$ cat config.mk
export PLATFORM = sky130hd
export DESIGN_NAME = nxn_xbar_allocator
export DESIGN_NICKNAME = d
export VERILOG_FILES = /design/src/rtl/xbar_pkg.sv /design/src/rtl/rr_arbiter.sv /design/src/rtl/nxn_xbar_allocator.sv
export SDC_FILE = /design/constraint.sdc
export NUM_CORES = 1
export LEC_CHECK = 0
export ABC_AREA = 1
export BUFFER_PORTS_ARGS = -buffer_cell sky130_fd_sc_hd__clkbuf_2
export CORE_MARGIN = 8
export CORE_UTILIZATION = 55
export CTS_CLUSTER_SIZE = 14
export DETAILED_ROUTE_END_ITERATION = 8
export PLACE_DENSITY = 0.87
export SYNTH_ARGS = -nofsm -noshare
export SYNTH_HDL_FRONTEND = slang
export SYNTH_HIERARCHICAL = 1
export SYNTH_SLANG_ARGS = --single-unit
$ cat constraint.sdc
create_clock -name clk_i -period 5.75 [get_ports clk_i]
set_input_delay 0 -clock clk_i [delete_from_list [all_inputs] [get_ports clk_i]]
set_output_delay 0 -clock clk_i [all_outputs]
set_load 0.01 [all_outputs]
$ cat src/rtl/xbar_pkg.sv
// Shared definitions for the single NxN crossbar: allocator state encoding and
// the selector-width helper used by the allocator and nxn_single_crossbar.
package xbar_pkg;

  // Allocator lock state.
  typedef enum logic {
    ST_IDLE = 1'b0,
    ST_BUSY = 1'b1
  } state_e;

  // Selector width for n ports, never narrower than one bit.
  function automatic int unsigned sel_width(input int unsigned n);
    return (n > 1) ? $clog2(n) : 1;
  endfunction

endpackage

$ cat src/rtl/rr_arbiter.sv
// Combinational round-robin arbiter. The search starts at ptr_i and walks
// upward, wrapping from PORT_N-1 to 0.
//   req_i     : per-port request
//   ptr_i     : highest-priority index
//   gnt_o     : one-hot grant
//   gnt_idx_o : encoded grant index
//   any_gnt_o : a grant was issued
module rr_arbiter
  import xbar_pkg::*;
#(
  parameter int unsigned PORT_N = 5,
  parameter int unsigned SEL_W  = sel_width(PORT_N)
) (
  input  logic [PORT_N-1:0] req_i,
  input  logic [SEL_W-1:0]  ptr_i,
  output logic [PORT_N-1:0] gnt_o,
  output logic [SEL_W-1:0]  gnt_idx_o,
  output logic              any_gnt_o
);

  logic [SEL_W-1:0] idx;

  // First requester at or after ptr_i, in modulo order.
  always_comb begin
    gnt_o     = '0;
    gnt_idx_o = '0;
    any_gnt_o = 1'b0;
    idx       = '0;
    for (int unsigned i = 0; i < PORT_N; i++) begin
      idx = SEL_W'((32'(ptr_i) + i) % PORT_N);
      if (!any_gnt_o && req_i[idx]) begin
        gnt_o[idx] = 1'b1;
        gnt_idx_o  = idx;
        any_gnt_o  = 1'b1;
      end
    end
  end

endmodule

$ cat src/rtl/nxn_xbar_allocator.sv
// Wormhole allocator for a single-path NxN crossbar. In IDLE it round-robin
// arbitrates among inputs with a legal head-flit destination; in BUSY it holds
// the (input, output) pair until a tail flit transfers.
//   clk_i, rst_i : clock, async active-high reset
//   req_valid_i  : head flit present per input
//   req_dest_i   : requested output per input, SEL_W bits each
//   req_last_i   : head flit is a packet tail
//   out_ready_i  : output can accept a flit
//   in_sel_o     : registered crossbar input selector
//   out_sel_o    : registered crossbar output selector
//   xfer_o       : flit crosses this cycle (combinational in BUSY)
//   in_pop_o     : one-hot pop to the locked input, qualified by xfer_o
//   out_valid_o  : one-hot strobe to the locked output, qualified by xfer_o
//   busy_o       : locked to a packet
module nxn_xbar_allocator
  import xbar_pkg::*;
#(
  parameter int unsigned PORT_N = 5,
  parameter int unsigned SEL_W  = sel_width(PORT_N)
) (
  input  logic                      clk_i,
  input  logic                      rst_i,
  input  logic [PORT_N-1:0]         req_valid_i,
  input  logic [PORT_N*SEL_W-1:0]   req_dest_i,
  input  logic [PORT_N-1:0]         req_last_i,
  input  logic [PORT_N-1:0]         out_ready_i,
  output logic [SEL_W-1:0]          in_sel_o,
  output logic [SEL_W-1:0]          out_sel_o,
  output logic                      xfer_o,
  output logic [PORT_N-1:0]         in_pop_o,
  output logic [PORT_N-1:0]         out_valid_o,
  output logic                      busy_o
);

  state_e           state_q, state_d;
  logic [SEL_W-1:0] rr_ptr_q, rr_ptr_d;
  logic [SEL_W-1:0] in_sel_q, in_sel_d;
  logic [SEL_W-1:0] out_sel_q, out_sel_d;

  logic [SEL_W-1:0]  dest_a [PORT_N];
  logic [PORT_N-1:0] elig_c;
  logic [PORT_N-1:0] gnt_c;
  logic [SEL_W-1:0]  gnt_idx_c;
  logic              any_gnt_c;
  logic              xfer_c;

  // Unpack destinations; out-of-range destinations are never eligible.
  // The compare is one bit wider so PORT_N itself is representable.
  always_comb begin
    for (int unsigned n = 0; n < PORT_N; n++) begin
      dest_a[n] = req_dest_i[n*SEL_W +: SEL_W];
      elig_c[n] = req_valid_i[n] && ({1'b0, dest_a[n]} < (SEL_W+1)'(PORT_N));
    end
  end

  rr_arbiter #(
    .PORT_N (PORT_N),
    .SEL_W  (SEL_W)
  ) u_rr_arbiter (
    .req_i     (elig_c),
    .ptr_i     (rr_ptr_q),
    .gnt_o     (gnt_c),
    .gnt_idx_o (gnt_idx_c),
    .any_gnt_o (any_gnt_c)
  );

  // Transfer handshake on the locked pair.
  assign xfer_c = (state_q == ST_BUSY) && req_valid_i[in_sel_q] && out_ready_i[out_sel_q];

  // Next-state: grant in IDLE, release on tail transfer in BUSY.
  always_comb begin
    state_d   = state_q;
    rr_ptr_d  = rr_ptr_q;
    in_sel_d  = in_sel_q;
    out_sel_d = out_sel_q;
    case (state_q)
      ST_IDLE: begin
        if (any_gnt_c) begin
          state_d  = ST_BUSY;
          in_sel_d = gnt_idx_c;
          for (int unsigned n = 0; n < PORT_N; n++) begin
            if (gnt_c[n]) begin
              out_sel_d = dest_a[n];
            end
          end
        end
      end
      ST_BUSY: begin
        if (xfer_c && req_last_i[in_sel_q]) begin
          state_d  = ST_IDLE;
          rr_ptr_d = (in_sel_q == SEL_W'(PORT_N - 1)) ? '0 : in_sel_q + SEL_W'(1);
        end
      end
      default: state_d = ST_IDLE;
    endcase
  end

  always_ff @(posedge clk_i or posedge rst_i) begin
    if (rst_i) begin
      state_q   <= ST_IDLE;
      rr_ptr_q  <= '0;
      in_sel_q  <= '0;
      out_sel_q <= '0;
    end else begin
      state_q   <= state_d;
      rr_ptr_q  <= rr_ptr_d;
      in_sel_q  <= in_sel_d;
      out_sel_q <= out_sel_d;
    end
  end

  assign in_sel_o    = in_sel_q;
  assign out_sel_o   = out_sel_q;
  assign busy_o      = (state_q == ST_BUSY);
  assign xfer_o      = xfer_c;
  assign in_pop_o    = xfer_c ? (PORT_N'(1) << in_sel_q)  : '0;
  assign out_valid_o = xfer_c ? (PORT_N'(1) << out_sel_q) : '0;

endmodule

==> impl_metrics.toml, run 1 <==
[clocking]
clock_sinks = 10
cts_hold_buffers = 1
cts_tree = "done"
ctsResizeCount = 0
clock_latency_ns = 0.24
root_buffer = "clkbuf_8"
htree_levels = 1
path_clk_slew_ns = 0.05
cts_setup_buffers = 0
clockBufferDepth = 2
numCtsBuffers = 3

[timing]
max_freq_mhz = 193
fin_crit_sh_pct = 90.3
slew_headroom_pct = 60.7
drv_slew = 0
hold_viol_final = 0
min_period_ns = 5.19
fin_tns_setup_ns = 0
worst_pin_slew_ns = 0.584
setup_slack_ns = 0.559
setup_viol = 0
rsz0062_at_grt = "false"
clock_skew_ns = 0.00658

[synth]
async_flop_share_pct = 100
yosys_warnings = 6
synthDistinctLibCells = 41
ys_ff_latch = 10
avgSynthCellArea_um2 = 5.77
synthTopCellsByArea = "nand2_1 18%, ha_1 12%, nand3_1 11%, inv_1 10%, dfrtp_1 9.5%"
yosysMostFrequentCell = "nand2_1"
netlist_top_cells_count = "128 x nand2_1, 70 x inv_1, 56 x nand3_1"
synth_edf_count = 0
syn_nets = 512
synth_seq_area_share_pct = 9.55
synth-main-ff-cell = "dfrtp_1"
yosys.area.top_type = "nand2_1"
yosysTopAreaCellShare_pct = 18.3
synth_area_mm2 = 0.00262
syn_inst = 454

[power_and_ir_drop]
comb_power_share_pct = 29.7
p_leak_nw = 1.58
p_seq_share_pct = 31.9
internal_power_uw = 159
pwr-share-clk_pct = 38.3
swShare_pct = 31.3
p_per_area_mw_per_mm2 = 77.3
p_switching_uw = 72.4
irDropWorstVdd_mv = 0.139

[worst_hold_path]
hold_path.class = "input pin to flop"

[global_routing]
antenna_found_initial = 0
grt_usage_pct = 20.8
grt_first_pass_wirelength_mm = 12.9
grt_max_degree = 15
grt_pass1_vias = 2896
grt_overflow_total = 0

[route]
wl_per_cell_um = 13.3
wirelength_mm = 7.44
vias = 3059
drtAntennaViolNets = 0
drc_errors = 0
drt-initial-drc-count = 256
first_pass_iters = 5
vias_per_cell = 5.46

[status]
status = "finished, final reports clean"

[floorplan]
die_width_um = 85.0
start_util_pct = 56.2
rows = 25
core_area_mm2 = 0.00466
io-pin-count = 50
die_area_mm2 = 0.00723
die_height_um = 85.0

[layout]
final_area_mm2 = 0.00299
drive_above_1_share_pct = 21.7
area_delta_synth_final_pct = 14.0
insertedDiodeCount = 0
n_fill_cell = 415
nNetsFinal = 565

[setup_path]
critPathMaxFanout = 14
cp.arrival_ns = 5.35
cpPeakStageDelay_ns = 0.56
cpMaxStageDelayCell = "dfrtp_1"
required_ns = 5.91
worstSetupPathType = "flop to flop"
start_kind = "flop"
rrSetupSlack_ns = 0.56
end_kind = "flop"
cp_common_cell = "nand2_1"

[placed_design]
post-dp-hpwl_mm = 6.10
io_buffer_count = 49
gp_congestion = 0.941
place_area_mm2 = 0.00292
place_worst_setup_slack_ns = 0.704

[job]
drv_cap = 0
final timing paths:
| check | start | end | cells past startpoint |
|---|---|---|---|
| min | req_dest_i[12] | out_sel_o[0] | 3 |
| min reg2reg | busy_o | busy_o | 2 |
| max in group asynchronous | rst_i | rr_ptr_q[0] | 3 |
| max reg2reg | rr_ptr_q[0] | out_sel_o[0] | 30 |
| min in group asynchronous | rst_i | in_sel_o[2] | 3 |
| max | rr_ptr_q[0] | out_sel_o[0] | 30 |
power groups by stage:
stage | Clock (mW) | Combinational [mW] | Sequential (mW)
2_1_floorplan | 0 | 0.0441 | 0.0748
3_3_place_gp | 0 | 0.0654 | 0.0748
3_5_place_dp | 0 | 0.0667 | 0.0748
4_1_cts | 0.0875 | 0.0675 | 0.0737
5_1_grt | 0.0928 | 0.0751 | 0.0739
6_report | 0.0885 | 0.0686 | 0.0738
cells by family after synthesis:
kind of cell | synth area share, %
XOR/XNOR | 2.67
adder cells (fa/ha/maj) | 12.4
flip-flops | 9.55
AO/OA/AOI/OAI | 11.7
buffers and inverters | 11.6
AND/OR/NAND/NOR | 52.1
critical path: cells and delay by family, from the launching register on:
| kind | cells | cell delay [ns] |
|---|---|---|
| adders and majority gates | 4 | 0.99 |
| DFF | 1 | 0.56 |
| AOI/OAI and AO/OA | 2 | 0.25 |
| buffers and inverters | 5 | 0.69 |
| and+or+nand+nor | 18 | 2.35 |
| xor gates and xnor gates | 1 | 0.26 |
flip-flops by register name (all words and copies together), names as in the netlist:
signal     flops
out_sel_o      3
rr_ptr_q       3
busy_o         1
in_sel_o       3
layer usage:
metal	vias to the layer above	wire [um]	global-route usage [%]
met5	-	0	0
met4	0	99	4.85
met3	10	399	2.51
met2	104	3650	36.7
met1	1391	3280	26.0
li1	1554	-	-
stage by stage:
step	power, mW	utilization, %	hold slack (ns)	instances
after floorplan	0.119	-	-0.160	454
final	0.231	64.1	0.0918	560
after global routing	0.242	64.1	0.0921	560
after CTS	0.229	64.1	0.0957	560
after global placement	0.140	62.7	-0.0340	555
after detailed placement	0.141	62.7	-0.0243	555
layout by cell type (no fill, tap or decap), drive strengths merged, types with 10 or more instances in the layout:
cell type / synthesis / layout
nand3: 62 / 62
inv: 75 / 75
o21ai: 24 / 24
dfrtp: 10 / 10
nand2: 139 / 139
clkbuf: 2 / 53
ha: 26 / 26
nor2: 59 / 59
a21oi: 14 / 14
cell type report:
cell class	instances	area (um^2)	area share [%]
repair buffers	51	263	8.79
clock buffers	4	55.1	1.84
well taps	54	67.6	2.26
flip-flops and latches	10	250	8.38
multi-input cells	365	2070	69.2
inverters	76	285	9.55
Note: power is estimated with default switching activity, not from simulation.
==> run 2, diff against run 1 <==
Settings changed: CORE_UTILIZATION 55 to 57.
==> impl_metrics.toml, run 2 (synthesized netlist as in run 1, its figures left out) <==
[status]
status = "finished, final reports clean"

[clocking]
root_buffer = "clkbuf_8"
clock_latency_ns = 0.23
clock_sinks = 10
cts_setup_buffers = 0
ctsResizeCount = 0
numCtsBuffers = 3
path_clk_slew_ns = 0.05
cts_hold_buffers = 1
htree_levels = 1
clockBufferDepth = 2
cts_tree = "done"

[layout]
n_fill_cell = 400
drive_above_1_share_pct = 21.4
insertedDiodeCount = 0
final_area_mm2 = 0.00296
layout_commonest_cell = "nand2_1"
nNetsFinal = 564
final_cell_mix = "128 x nand2_1, 70 x inv_1, 56 x nand3_1"
area_delta_synth_final_pct = 13.1

[timing]
drv_slew = 0
fin_tns_setup_ns = 0
hold_viol_final = 0
setup_viol = 0
min_period_ns = 5.09
rsz0062_at_grt = "false"
fin_crit_sh_pct = 88.4
slew_headroom_pct = 49.4
max_freq_mhz = 197
holdWs_ns = 0.125
worst_pin_slew_ns = 0.752
clock_skew_ns = 0.00219

[route]
drc_errors = 0
vias = 3049
drtAntennaViolNets = 0
vias_per_cell = 5.48
drt-initial-drc-count = 163
wirelength_mm = 7.38
first_pass_iters = 6
wl_per_cell_um = 13.3

[floorplan]
start_util_pct = 59.8
die_width_um = 83.8
die_area_mm2 = 0.00702
core_area_mm2 = 0.00438
rows = 24
io-pin-count = 50
die_height_um = 83.8

[power_and_ir_drop]
p_leak_nw = 1.57
p_per_area_mw_per_mm2 = 71.6
irDropWorstVdd_mv = 0.0725
total_power_uw = 212

[setup_path]
r2r-start = "rr_ptr_q[0]"
required_ns = 5.89
cp.arrival_ns = 5.23
worstSetupPathType = "flop to flop"
regToRegEndpoint = "out_sel_o[0]"
timing.critical_path.to = "out_sel_o[0]"
cp_common_cell = "nand2_1"
start_kind = "flop"
critPathMaxFanout = 14
worstSetupStartpoint = "rr_ptr_q[0]"
end_kind = "flop"
rrSetupSlack_ns = 0.66
rr_worst_depth = 30
cpMaxStageDelayCell = "dfrtp_1"
cpPeakStageDelay_ns = 0.55

[worst_hold_path]
hold_path.class = "input pin to flop"
hold_start = "req_dest_i[12]"

[job]
drv_cap = 0

[placed_design]
place_area_mm2 = 0.00291
post-dp-hpwl_mm = 6.23
io_buffer_count = 49
gp_congestion = 0.986

[global_routing]
grt_overflow_total = 0
antenna_found_initial = 0
grt_pass1_vias = 2933
grt_first_pass_wirelength_mm = 12.7
grt_usage_pct = 20.7
grt_max_degree = 15
==> run 2: cell count changes in the layout (fill, tap and decap cells not counted) <==
cell / previous run / this run
buf_4: 1 / 0
clkbuf_8: 4 / 3
==> run 2: metrics by stage <==
stage | setup slack [ns] | utilization [%] | cells
floorplan | 1.40 | - | 454
global placement | 0.960 | 66.4 | 552
detailed placement | 0.737 | 66.4 | 552
CTS | 0.720 | 67.6 | 556
global route | 0.0949 | 67.6 | 556
finish | 0.664 | 67.6 | 556
==> run 2: power breakdown <==
| part | switching (mW) | internal, mW | leakage (nW) | total [mW] |
|---|---|---|---|---|
| Combinational | 0.0406 | 0.0268 | 1.44 | 0.0673 |
| Sequential | 0.00204 | 0.0717 | 0.112 | 0.0737 |
| Clock | 0.0256 | 0.0457 | 0.0216 | 0.0713 |
| Total | 0.0682 | 0.144 | 1.57 | 0.212 |
==> run 2: layout make-up <==
class,count,area [um^2],area share [%]
multi-input cells,365,2070,69.7
inverters,76,285,9.62
repair buffers,50,255,8.61
flip-flops and latches,10,250,8.44
well taps,52,65.1,2.20
clock buffers,3,41.3,1.39
==> run 2: worst max-delay path: cells and delay by family (launching register included) <==
kind	cells	cell delay, ns
AO/OA/AOI/OAI	2	0.27
XOR/XNOR	1	0.24
adder cells (fa/ha/maj)	4	0.96
buffers and inverters	5	0.68
flip-flops	1	0.55
AND/OR/NAND/NOR	18	2.27
==> run 2: worst min-delay path by stage <==
stage / end / slack, ns / cells past startpoint
floorplan: busy_o / -0.16 / 1
global placement: rr_ptr_q[0] / -0.03 / 2
global route: out_sel_o[0] / 0.14 / 3
detailed placement: rr_ptr_q[0] / -0.02 / 2
CTS: out_sel_o[0] / 0.11 / 3
finish: out_sel_o[0] / 0.13 / 3
==> run 2: per-layer routing <==
layer | global-route usage (%) | vias up | part of all wire, % | routed length [um]
met4 | 5.65 | 0 | 1.6 | 115
met2 | 36.6 | 116 | 48 | 3560
met3 | 2.25 | 15 | 5.3 | 393
met5 | 0 | - | 0 | 0
li1 | - | 1554 | - | -
met1 | 25.5 | 1364 | 45 | 3310
==> run 3, diff against run 2 <==
Settings changed: CORE_ASPECT_RATIO set to 0.5, PLACE_DENSITY 0.87 to 0.78.
==> impl_metrics.toml, run 3 (synthesized netlist as in run 1, its figures left out) <==
[route]
vias_per_cell = 5.28
vias = 2966
drc_errors = 0
wl_per_cell_um = 12.5
drt-initial-drc-count = 161
drtAntennaViolNets = 0
wirelength_mm = 7.01
first_pass_iters = 6

[timing]
worst_pin_slew_ns = 0.620
clock_skew_ns = 0.00632
slew_headroom_pct = 58.3
fin_tns_setup_ns = 0
setup_viol = 0
rsz0062_at_grt = "false"
drv_slew = 0
fin_crit_sh_pct = 87.0
min_period_ns = 5.00
hold_viol_final = 0
max_freq_mhz = 200
setup_slack_ns = 0.746

[worst_hold_path]
hold_start = "req_dest_i[12]"
hold_path.class = "input pin to flop"
holdPathStages = 3
holdPathEnd = "out_sel_o[0]"

[global_routing]
use_met3_pct = 4.21
grt_first_pass_wirelength_mm = 11.9
antenna_found_initial = 0
grt_overflow_total = 0
grt_max_degree = 15
grt_usage_pct = 19.6
grt_pass1_vias = 2649
use_met2_pct = 29.8
busiest_layer = "met2"
grtUsageMet1_pct = 27.7

[setup_path]
cpPeakStageDelay_ns = 0.55
start_kind = "flop"
cp_common_cell = "nand2_1"
rrSetupSlack_ns = 0.75
regToRegEndpoint = "out_sel_o[0]"
worstSetupPathType = "flop to flop"
end_kind = "flop"
rr_worst_depth = 30
cp.arrival_ns = 5.16
cpMaxStageDelayCell = "dfrtp_1"
critPathMaxFanout = 14
r2r-start = "rr_ptr_q[0]"
required_ns = 5.91

[layout]
nNetsFinal = 565
n_fill_cell = 437
final_cell_mix = "128 x nand2_1, 70 x inv_1, 56 x nand3_1"
insertedDiodeCount = 0
area_delta_synth_final_pct = 13.6
drive_above_1_share_pct = 21.6
layout_commonest_cell = "nand2_1"

[floorplan]
die_area_mm2 = 0.00716
core_area_mm2 = 0.00440
start_util_pct = 59.5
die_width_um = 112
rows = 17
die_height_um = 64.0
io-pin-count = 50

[clocking]
root_buffer = "clkbuf_8"
numCtsBuffers = 3
clock_sinks = 10
clockBufferDepth = 2
htree_levels = 1
path_clk_slew_ns = 0.05
ctsResizeCount = 0
cts_tree = "done"
clock_latency_ns = 0.24

[status]
status = "finished, final reports clean"

[power_and_ir_drop]
internal_power_uw = 144
p_per_area_mw_per_mm2 = 72.3
p_switching_uw = 71.2
irDropWorstVdd_mv = 0.0756
swShare_pct = 33.1
p_seq_share_pct = 34.2
pwr-share-clk_pct = 33.8
p_leak_nw = 1.58
comb_power_share_pct = 32.0

[placed_design]
place_worst_setup_slack_ns = 0.780
io_buffer_count = 49
post-dp-hpwl_mm = 5.84
gp_congestion = 0.953

[job]
drv_cap = 0
## run 3: power by group through the flow
| stage | Sequential (mW) | Clock (mW) | Combinational [mW] |
|---|---|---|---|
| finish | 0.0737 | 0.0729 | 0.0688 |
| global route | 0.0740 | 0.0777 | 0.0769 |
| CTS | 0.0737 | 0.0732 | 0.0681 |
| detailed placement | 0.0747 | 0 | 0.0674 |
| global placement | 0.0748 | 0 | 0.0670 |
| floorplan | 0.0748 | 0 | 0.0441 |
## run 3: timing repair
action / CTS / global route
buffers inserted: 0 / 0
endpoints found under the hold margin: 10 / 0
hold buffers: 1 / 0
endpoints found under the setup margin: 0 / 0
## run 3: stage by stage
stage / area (um^2) / util [%] / power [mW] / hold WS, ns / cells
final: 2980 / 67.6 / 0.215 / 0.0954 / 562
after global routing: 2980 / 67.6 / 0.229 / 0.132 / 562
after CTS: 2980 / 67.6 / 0.215 / 0.0997 / 562
after detailed placement: 2930 / 66.5 / 0.142 / -0.00522 / 558
after global placement: 2930 / 66.5 / 0.142 / -0.0216 / 558
after floorplan: 2620 / - / 0.119 / -0.160 / 454
## run 3: worst max path at each step
| stage | cells past startpoint | slack (ns) | startpoint | to |
|---|---|---|---|---|
| floorplan | 31 | 1.40 | rr_ptr_q[0] | out_sel_o[0] |
| global placement | 28 | 0.94 | rr_ptr_q[0] | out_sel_o[2] |
| detailed placement | 30 | 0.78 | rr_ptr_q[0] | out_sel_o[0] |
| CTS | 30 | 0.79 | rr_ptr_q[0] | out_sel_o[0] |
| global route | 30 | 0.13 | rr_ptr_q[0] | out_sel_o[0] |
| finish | 30 | 0.75 | rr_ptr_q[0] | out_sel_o[0] |
## run 3: final cells by class
cell class | count | area, um^2 | area share, %
Sequential cell | 10 | 250 | 8.40
Clock buffer | 3 | 41.3 | 1.39
Tap cell | 57 | 71.3 | 2.39
Multi-Input combinational cell | 365 | 2070 | 69.4
Inverter | 76 | 285 | 9.58
Timing Repair Buffer | 51 | 263 | 8.82
## run 3: worst max-delay path: cells and delay by family (launching register included)
kind | cells | cell delay (ns)
compound gates | 2 | 0.25
xor+xnor | 1 | 0.26
fa+ha+maj | 4 | 0.96
buf+inv | 5 | 0.67
flops | 1 | 0.55
simple gates | 18 | 2.24
## run 3: routing by layer
| metal | wire [um] | vias to the layer above |
|---|---|---|
| met2 | 2870 | 116 |
| met3 | 605 | 9 |
| met4 | 64 | 0 |
| met5 | 0 | - |
| li1 | - | 1551 |
| met1 | 3470 | 1290 |
